===== src/rtl/branch_resolve_update.sv =====
// Decode-side branch resolution: compares F-stage prediction metadata
// with the D-stage outcome, redirects fetch and queues predictor updates.
module branch_resolve_update #(
  parameter int IDX_W  = 5,
  parameter int QDEPTH = 4,
  parameter int CNT_W  = 16
) (
  input  logic             clk,
  input  logic             rst_n,
  input  logic [31:0]      pcF,
  input  logic             predHitF,
  input  logic             predTakenF,
  input  logic [31:0]      predTargetF,
  input  logic [1:0]       predCtrF,
  input  logic             stallD,
  input  logic             flushD,
  input  logic             branchD,
  input  logic             takenD,
  input  logic [31:0]      targetD,
  output logic             mispredict,
  output logic [31:0]      redirect_pc,
  output logic             upd_valid,
  input  logic             upd_ready,
  output logic [1:0]       upd_op,
  output logic [IDX_W-1:0] upd_idx,
  output logic [31:0]      upd_pc,
  output logic [31:0]      upd_target,
  output logic [1:0]       upd_ctr,
  output logic [CNT_W-1:0] br_cnt,
  output logic [CNT_W-1:0] mp_cnt,
  output logic [CNT_W-1:0] drop_cnt
);

  localparam int AW = $clog2(QDEPTH);
  localparam int EW = 2 + IDX_W + 32 + 32 + 2;
  localparam logic [CNT_W-1:0] CMAX = {CNT_W{1'b1}};

  logic             r_validD;
  logic [31:0]      r_pcD;
  logic             r_hitD;
  logic             r_takD;
  logic [31:0]      r_tgtD;
  logic [1:0]       r_ctrD;

  logic [EW-1:0]    r_mem [QDEPTH];
  logic [AW:0]      r_wr;
  logic [AW:0]      r_rd;
  logic [CNT_W-1:0] r_br;
  logic [CNT_W-1:0] r_mp;
  logic [CNT_W-1:0] r_drop;

  logic          w_res;
  logic          w_br;
  logic          w_alias;
  logic [31:0]   w_pc4;
  logic [31:0]   w_pnext;
  logic [31:0]   w_anext;
  logic          w_bmis;
  logic          w_req;
  logic [1:0]    w_op;
  logic [1:0]    w_ctr;
  logic [1:0]    w_ctr_hit;
  logic [31:0]   w_tgt;
  logic          w_empty;
  logic          w_full;
  logic          w_pop;
  logic          w_push;
  logic          w_drop;
  logic [EW-1:0] w_head;

  assign w_res   = r_validD & ~stallD;
  assign w_br    = w_res & branchD;
  assign w_alias = w_res & ~branchD & r_hitD & r_takD;
  assign w_pc4   = r_pcD + 32'd4;
  assign w_pnext = r_takD ? r_tgtD : w_pc4;
  assign w_anext = takenD ? targetD : w_pc4;
  assign w_bmis  = w_br & (w_pnext != w_anext);

  assign mispredict  = w_bmis | w_alias;
  assign redirect_pc = w_alias ? w_pc4 :
                       w_bmis  ? w_anext : 32'd0;

  assign w_ctr_hit = takenD ?
    ((r_ctrD == 2'b11) ? 2'b11 : r_ctrD + 2'd1) :
    ((r_ctrD == 2'b00) ? 2'b00 : r_ctrD - 2'd1);

  // Build the update command for the instruction resolving now
  always_comb begin
    w_req = 1'b0;
    w_op  = 2'b00;
    w_ctr = 2'b00;
    w_tgt = 32'd0;
    unique case (1'b1)
      w_alias: begin
        w_req = 1'b1;
        w_op  = 2'b11;
      end
      w_br & r_hitD: begin
        w_req = 1'b1;
        w_op  = 2'b01;
        w_ctr = w_ctr_hit;
        w_tgt = takenD ? targetD : r_tgtD;
      end
      w_br & ~r_hitD & takenD: begin
        w_req = 1'b1;
        w_op  = 2'b10;
        w_ctr = 2'b10;
        w_tgt = targetD;
      end
      default: ;
    endcase
  end

  assign w_empty = (r_wr == r_rd);
  assign w_full  = (r_wr[AW] != r_rd[AW]) &&
                   (r_wr[AW-1:0] == r_rd[AW-1:0]);
  assign w_pop   = ~w_empty & upd_ready;
  assign w_push  = w_req & (~w_full | w_pop);
  assign w_drop  = w_req & w_full & ~w_pop;

  assign w_head = r_mem[r_rd[AW-1:0]];
  assign upd_valid = ~w_empty;
  assign {upd_op, upd_idx, upd_pc, upd_target, upd_ctr} =
    w_empty ? '0 : w_head;

  assign br_cnt   = r_br;
  assign mp_cnt   = r_mp;
  assign drop_cnt = r_drop;

  // D-stage metadata register: flush beats stall, stall holds
  always_ff @(posedge clk) begin
    if (!rst_n) begin
      r_validD <= 1'b0;
      r_pcD    <= '0;
      r_hitD   <= 1'b0;
      r_takD   <= 1'b0;
      r_tgtD   <= '0;
      r_ctrD   <= '0;
    end else if (flushD | mispredict) begin
      r_validD <= 1'b0;
    end else if (!stallD) begin
      r_validD <= 1'b1;
      r_pcD    <= pcF;
      r_hitD   <= predHitF;
      r_takD   <= predTakenF;
      r_tgtD   <= predTargetF;
      r_ctrD   <= predCtrF;
    end
  end

  // Update FIFO storage, written at the tail
  always_ff @(posedge clk) begin
    if (w_push)
      r_mem[r_wr[AW-1:0]] <=
        {w_op, r_pcD[IDX_W+1:2], r_pcD, w_tgt, w_ctr};
  end

  // FIFO pointers and saturating statistics
  always_ff @(posedge clk) begin
    if (!rst_n) begin
      r_wr   <= '0;
      r_rd   <= '0;
      r_br   <= '0;
      r_mp   <= '0;
      r_drop <= '0;
    end else begin
      if (w_push) r_wr <= r_wr + 1'b1;
      if (w_pop)  r_rd <= r_rd + 1'b1;
      if (w_br && r_br != CMAX) r_br <= r_br + 1'b1;
      if (mispredict && r_mp != CMAX) r_mp <= r_mp + 1'b1;
      if (w_drop && r_drop != CMAX) r_drop <= r_drop + 1'b1;
    end
  end

endmodule


===== config.mk =====
export PLATFORM = sky130hd
export DESIGN_NAME = branch_resolve_update
export DESIGN_NICKNAME = d
export VERILOG_FILES = /design/src/rtl/branch_resolve_update.sv
export SDC_FILE = /design/constraint.sdc
export NUM_CORES = 1
export LEC_CHECK = 0
export ABC_AREA = 1
export CAP_MARGIN = 10
export CORE_MARGIN = 3
export CORE_UTILIZATION = 50
export CTS_BUF_LIST = sky130_fd_sc_hd__clkbuf_8
export DETAILED_ROUTE_END_ITERATION = 8
export PLACE_DENSITY = 0.79
export SKIP_CTS_REPAIR_TIMING = 1
export SYNTH_ARGS = -nofsm -noshare
export SYNTH_HDL_FRONTEND = slang
export SYNTH_SLANG_ARGS = --single-unit

===== constraint.sdc =====
create_clock -name clk -period 6 [get_ports clk]
set_clock_uncertainty 0.15 [all_clocks]
set_input_delay 0.6 -clock clk [delete_from_list [all_inputs] [get_ports clk]]
set_output_delay 0.6 -clock clk [all_outputs]
set_load 0.005 [all_outputs]

# After elaboration in Yosys (flattened, before gate mapping)
# Memory sizes are Yosys's and may differ from the RTL's. A register that Yosys moved wholly into a read port is not among the register bits.
# Cells that the tools add are included.
[totals] ff_bits=123 latchBits=0 ramBits=292 mem_bits_ro=0 in_bits=107 out_inout_bits=155 elab_cells=77 n_memories=1
[classes] add_sub_neg=8 multipliers=0 div_mod_pow=0 n_lt_le_gt_ge=0 n_eq_ne=8 shifts=0 muxes=17 bitwise_logic=24 n_reduce_logical=8
[mem_list] name="r_mem" words=4 width=73 read_ports=1 rd_clocked_by_memory_dff=1 write_ports=1 line="45" rtl="logic [EW-1:0] r_mem [QDEPTH];"
[ops] cell="two-way mux 32 bit" count=5
[ops] cell="two-way mux 73 bit" count=1
[ops] cell="case mux 32 bit (2 select lines)" count=1
[ops] cell="adder 16 x 1 -> 16 bit, second input constant" count=3
[ops] cell="inequality test 16 bit, second input constant" count=3
[ops] cell="adder 32 x 3 -> 32 bit, second input constant" count=1
[ops] cell="inequality test 32 bit" count=1
[ops] cell="AND 1 bit" count=13
[ops] cell="two-way mux 2 bit" count=5
[ops] cell="NOT 1 bit" count=8
[ops] cell="adder 3 x 1 -> 3 bit, second input constant" count=2
[ops] cell="case mux 2 bit (3 select lines)" count=1
[ops] cell="logical AND 1 bit" count=4
[ops] cell="case mux 2 bit (2 select lines)" count=1
[ops] cell="equality test 3 bit" count=1
[ops] cell="two-way mux 1 bit" count=3
[ops] cell="OR 1 bit" count=3
[ops] cell="OR reduction 3 bit" count=1
[ops] cell="adder 2 x 1 -> 2 bit, second input constant" count=1
[ops] cell="equality test 2 bit" count=1
[ops] cell="equality test 2 bit, second input constant" count=1
[ops] cell="logical NOT 2 bit" count=1
[ops] cell="AND reduction 2 bit" count=1
[ops] cell="OR reduction 2 bit" count=1
[ops] cell="2 further kinds" count=2

# Logic depth before layout (Yosys ltp)
[depth] ltp_word=10 mapped_depth=23 depth_no_buf=22

# Least setup slack after synthesis
# No wires, ideal clock.
[synth_path] path_type="input to register" from="input port takenD" to="register r_wr[2]" setup_ns=0.090 arrival_ns=5.180 required_time_ns=5.760 setup_slack_ns=0.580 path_stages=10 n_path_buf=2 path_cell_list="inv_1 clkbuf_1 clkbuf_1 nor3_1 nor2_1 nor2_1 inv_1 nor2_1 o21ai_0 a21oi_1"
[synth_via] elab_chain_cells=4
[synth_lines] element="start: declaration" line="18" rtl="input logic takenD,"
[synth_lines] element="AND 1 bit" line="104" rtl="w_br & ~r_hitD & takenD: begin"
[synth_lines] element="OR reduction 3 bit (no source line)"
[synth_lines] element="two-way mux 1 bit" line="93" rtl="unique case (1'b1)"
[synth_lines] element="AND 1 bit" line="118" rtl="assign w_push = w_req & (~w_full | w_pop);"
[synth_lines] element="end signal: assignment" line="167" rtl="if (w_push) r_wr <= r_wr + 1'b1;"
[synth_lines] element="end: declaration" line="46" rtl="logic [AW:0] r_wr;"
# No other way between the ends.
# A chain may end at the register's enable or synchronous reset.

# Worst setup path in the final report
[layout_path] from="register r_pcD[2]" to="output port redirect_pc[18]"
[layout_via] elab_chain_cells=6 elab_cells_between_ends=7 classes_between="add/sub: 1; eq/ne: 1; mux: 4; bitwise: 1"
[layout_lines] element="start: declaration" line="39" rtl="logic [31:0] r_pcD;"
[layout_lines] element="start signal: assignment" line="143" rtl="r_pcD <= pcF;"
[layout_lines] element="adder 32 x 3 -> 32 bit *" line="74" rtl="assign w_pc4 = r_pcD + 32'd4;"
[layout_lines] element="two-way mux 32 bit (on tied branches)" line="75, 76"
[layout_lines] element="inequality test 32 bit" line="77" rtl="assign w_bmis = w_br & (w_pnext != w_anext);"
[layout_lines] element="AND 1 bit" line="77"
[layout_lines] element="two-way mux 32 bit" line="81" rtl="w_bmis ? w_anext : 32'd0;"
[layout_lines] element="two-way mux 32 bit *" line="80" rtl="assign redirect_pc = w_alias ? w_pc4 :"
[layout_lines] element="end: declaration" line="21" rtl="output logic [31:0] redirect_pc,"
# Every way passes the cells marked *; elsewhere a longest branch is shown, timed or not.

==> results.json <==
{
  "ff_latch_area_um2": 10700,
  "seq_area_frac_synth_pct": 54.3,
  "fin_nets": 2728,
  "routed_wl_um": 59500,
  "yosys_warnings": 0,
  "syn-cell-area_um2": 19700,
  "wire_per_inst_um": 18.7,
  "reg2reg_depth": 19,
  "grt_first_pass_wirelength_um": 90600,
  "grt_pass1_vias": 16400,
  "grt_setup_unrepaired": "false",
  "syn_area_per_cell_um2": 8.26,
  "synth_edf_count": 272,
  "die_w_um": 204,
  "drtPass1Iterations": 5,
  "outcome": "completed",
  "final.setup.tns_ps": 0,
  "syn_to_final_growth_pct": 21.7,
  "cts-buffers-inserted": 66,
  "synth.top_cell.area_share_pct": 41.6,
  "yosysUniqueCellTypes": 39,
  "drive_gt1_share_pct": 7.40,
  "finalHoldViolations": 0,
  "pin_count": 262,
  "min_period_over_period_pct": 86.8,
  "remaining_drc_errors": 0,
  "cts_tree": "yes",
  "cp.required_ps": 5250,
  "clk_path_buf_depth": 3,
  "ir_worst_vdd_mv": 0.227,
  "htree_levels": 3,
  "async_flop_share_pct": 0,
  "start_kind": "flop",
  "die_h_um": 204,
  "worstHoldPathCells": 1,
  "start_util_pct": 51.4,
  "ys_top_cells_by_area": "edfxtp_1, dfxtp_1, nand2_1",
  "io_buffers": 261,
  "worstSetupPathType": "reg -> out",
  "clock-root-buffer": "clkbuf_8",
  "synth_common_cells": "nand2_1, nor2_1, edfxtp_1",
  "synth_top_cell_by_area": "edfxtp_1",
  "postSynthCellCount": 2379,
  "vias": 17300,
  "finalSetupViolations": 0,
  "fin_crit_ps": 5210,
  "clock_sinks": 397,
  "worst_hold_path_type": "reg -> reg",
  "grt_overflow": 0,
  "slew_viol_final": 0,
  "end_kind": "primary output",
  "rows": 71,
  "finalPower_mw": 6.54,
  "multi_input_area_um2": 7580,
  "first_iter_violations": 1731,
  "insertion_delay_ps": 620,
  "cp.arrival_ps": 4460,
  "fmax_mhz": 192,
  "timing.critical_path.fanout_max": 33,
  "synth_ff_type": "edfxtp_1",
  "place.gp.congestion": 0.915,
  "power.leakage_nw": 9.84,
  "fillers": 3275,
  "synth_nets": 2495,
  "yosysMostFrequentCell": "nand2_1",
  "slew_headroom_pct": 29.4,
  "worst_slew_pin_slew_ps": 1060,
  "vias_per_cell": 5.46,
  "grt_max_degree": 87,
  "antenna_found_initial": 0,
  "dp_hpwl_um": 40500,
  "ant_nets": 0,
  "core-area_um2": 38200,
  "ys_seq_elements": 397,
  "cap_violations": 0,
  "clk_pin_slew_ps": 60,
  "powerDensity_nw_per_um2": 274,
  "dieArea_um2": 41700,
  "grt_util_all_layers_pct": 28.1
}
report_power, final:
part	leakage (nW)	switching (mW)	internal [mW]
Combinational	5.44	0.654	0.519
Sequential	3.67	0.0910	2.96
Clock	0.722	1.06	1.26
Total	9.84	1.80	4.74
layout by cell type, fill, tap and decap left out, types with 2 or more instances in the layout:
cell type / Yosys / final
dfxtp_1: 125 / 123
bufinv_16: 0 / 3
nor3b_1: 3 / 3
diode_2: 0 / 2
nor2_1: 427 / 423
nand3_1: 116 / 116
nor2_2: 45 / 45
buf_12: 0 / 3
inv_1: 234 / 252
edfxtp_1: 272 / 272
clkinv_1: 3 / 17
o21ai_1: 7 / 7
clkdlybuf4s50_1: 0 / 260
inv_2: 6 / 6
nand2_4: 3 / 3
xnor2_1: 17 / 17
o21a_1: 3 / 3
o32ai_1: 68 / 68
and2_1: 2 / 2
o22ai_1: 20 / 20
nand2_2: 11 / 12
buf_4: 6 / 19
nand2_1: 582 / 581
nor4_1: 4 / 4
dfxtp_4: 0 / 2
and3_1: 2 / 2
nand3_2: 4 / 4
nor3_1: 23 / 22
a21oi_1: 53 / 53
clkbuf_8: 0 / 74
clkinv_2: 0 / 7
ha_1: 9 / 9
o21ai_0: 183 / 183
nand4_1: 12 / 12
nor2_4: 8 / 12
clkinvlp_4: 0 / 3
xor2_1: 14 / 14
critical path, cell delays in order (launching register included):
cell and delay [ps]:
dfxtp_1 530, ha_1 310, nand3_2 120, nor2_4 240
nand4_1 230, nand2_1 250, nand2_1 70, o21ai_0 180
nand2_1 90, nand2_1 100, nor2_1 50, nand2_1 70
nor2_2 50, nand3_2 100, nand2_4 270, o21ai_0 570
clkdlybuf4s50_1 620
final timing paths:
| path | from | endpoint | slack (ps) |
|---|---|---|---|
| hold reg to reg | r_wr[2] | r_wr[2] | 340 |
| setup reg to reg | r_pcD[2] | r_ctrD[0] | 1740 |
| setup / recovery | r_pcD[2] | redirect_pc[18] | 790 |
| hold / removal | r_wr[2] | r_wr[2] | 340 |
state kept, by name (all words and copies together) (netlist names), named ones only:
name      count
r_mem       272
mp_cnt       16
r_hitD        1
r_takD        1
r_ctrD        2
r_validD      1
r_wr          3
r_tgtD       32
r_rd          3
drop_cnt     16
r_pcD        32
br_cnt       16
routing by layer:
| metal | up-vias | routed length [µm] | GRT usage, % |
|---|---|---|---|
| met4 | 0 | 2100 | 10.2 |
| li1 | 8299 | - | - |
| met1 | 8116 | 24100 | 36.7 |
| met2 | 791 | 27700 | 45.2 |
| met3 | 134 | 5550 | 7.44 |
| met5 | - | 0 | 0 |
cells by family after synthesis:
| group | count (synthesis) | synth area share (%) |
|---|---|---|
| AO/OA/AOI/OAI | 337 | 10.1 |
| XOR/XNOR | 31 | 1.38 |
| adder cells (fa/ha/maj) | 9 | 0.573 |
| buffers and inverters | 361 | 7.38 |
| flip-flops | 397 | 54.3 |
| AND/OR/NAND/NOR | 1244 | 26.3 |
final cells by class:
cell class / count / area share, %
clock inverters: 45 / 1.11
well taps: 511 / 2.67
multi-input cells: 1621 / 31.7
diodes: 2 / 0.0209
repair buffers: 283 / 11.8
clock buffers: 74 / 4.26
inverters: 243 / 3.82
flip-flops and latches: 397 / 44.7
metrics by stage:
| stage | instance area (µm²) | hold slack, ps | instances | worst slack [ps] | util [%] |
|---|---|---|---|---|---|
| after floorplan | 19700 | 293 | 2379 | 580 | - |
| after global placement | 22600 | 309 | 3055 | 1320 | 59.2 |
| after detailed placement | 22600 | 320 | 3055 | 1300 | 59.2 |
| after CTS | 23900 | 330 | 3174 | 853 | 62.6 |
| after global routing | 23900 | 374 | 3174 | 559 | 62.6 |
| final | 23900 | 336 | 3176 | 794 | 62.6 |
Power figures use the tool's default switching activity.
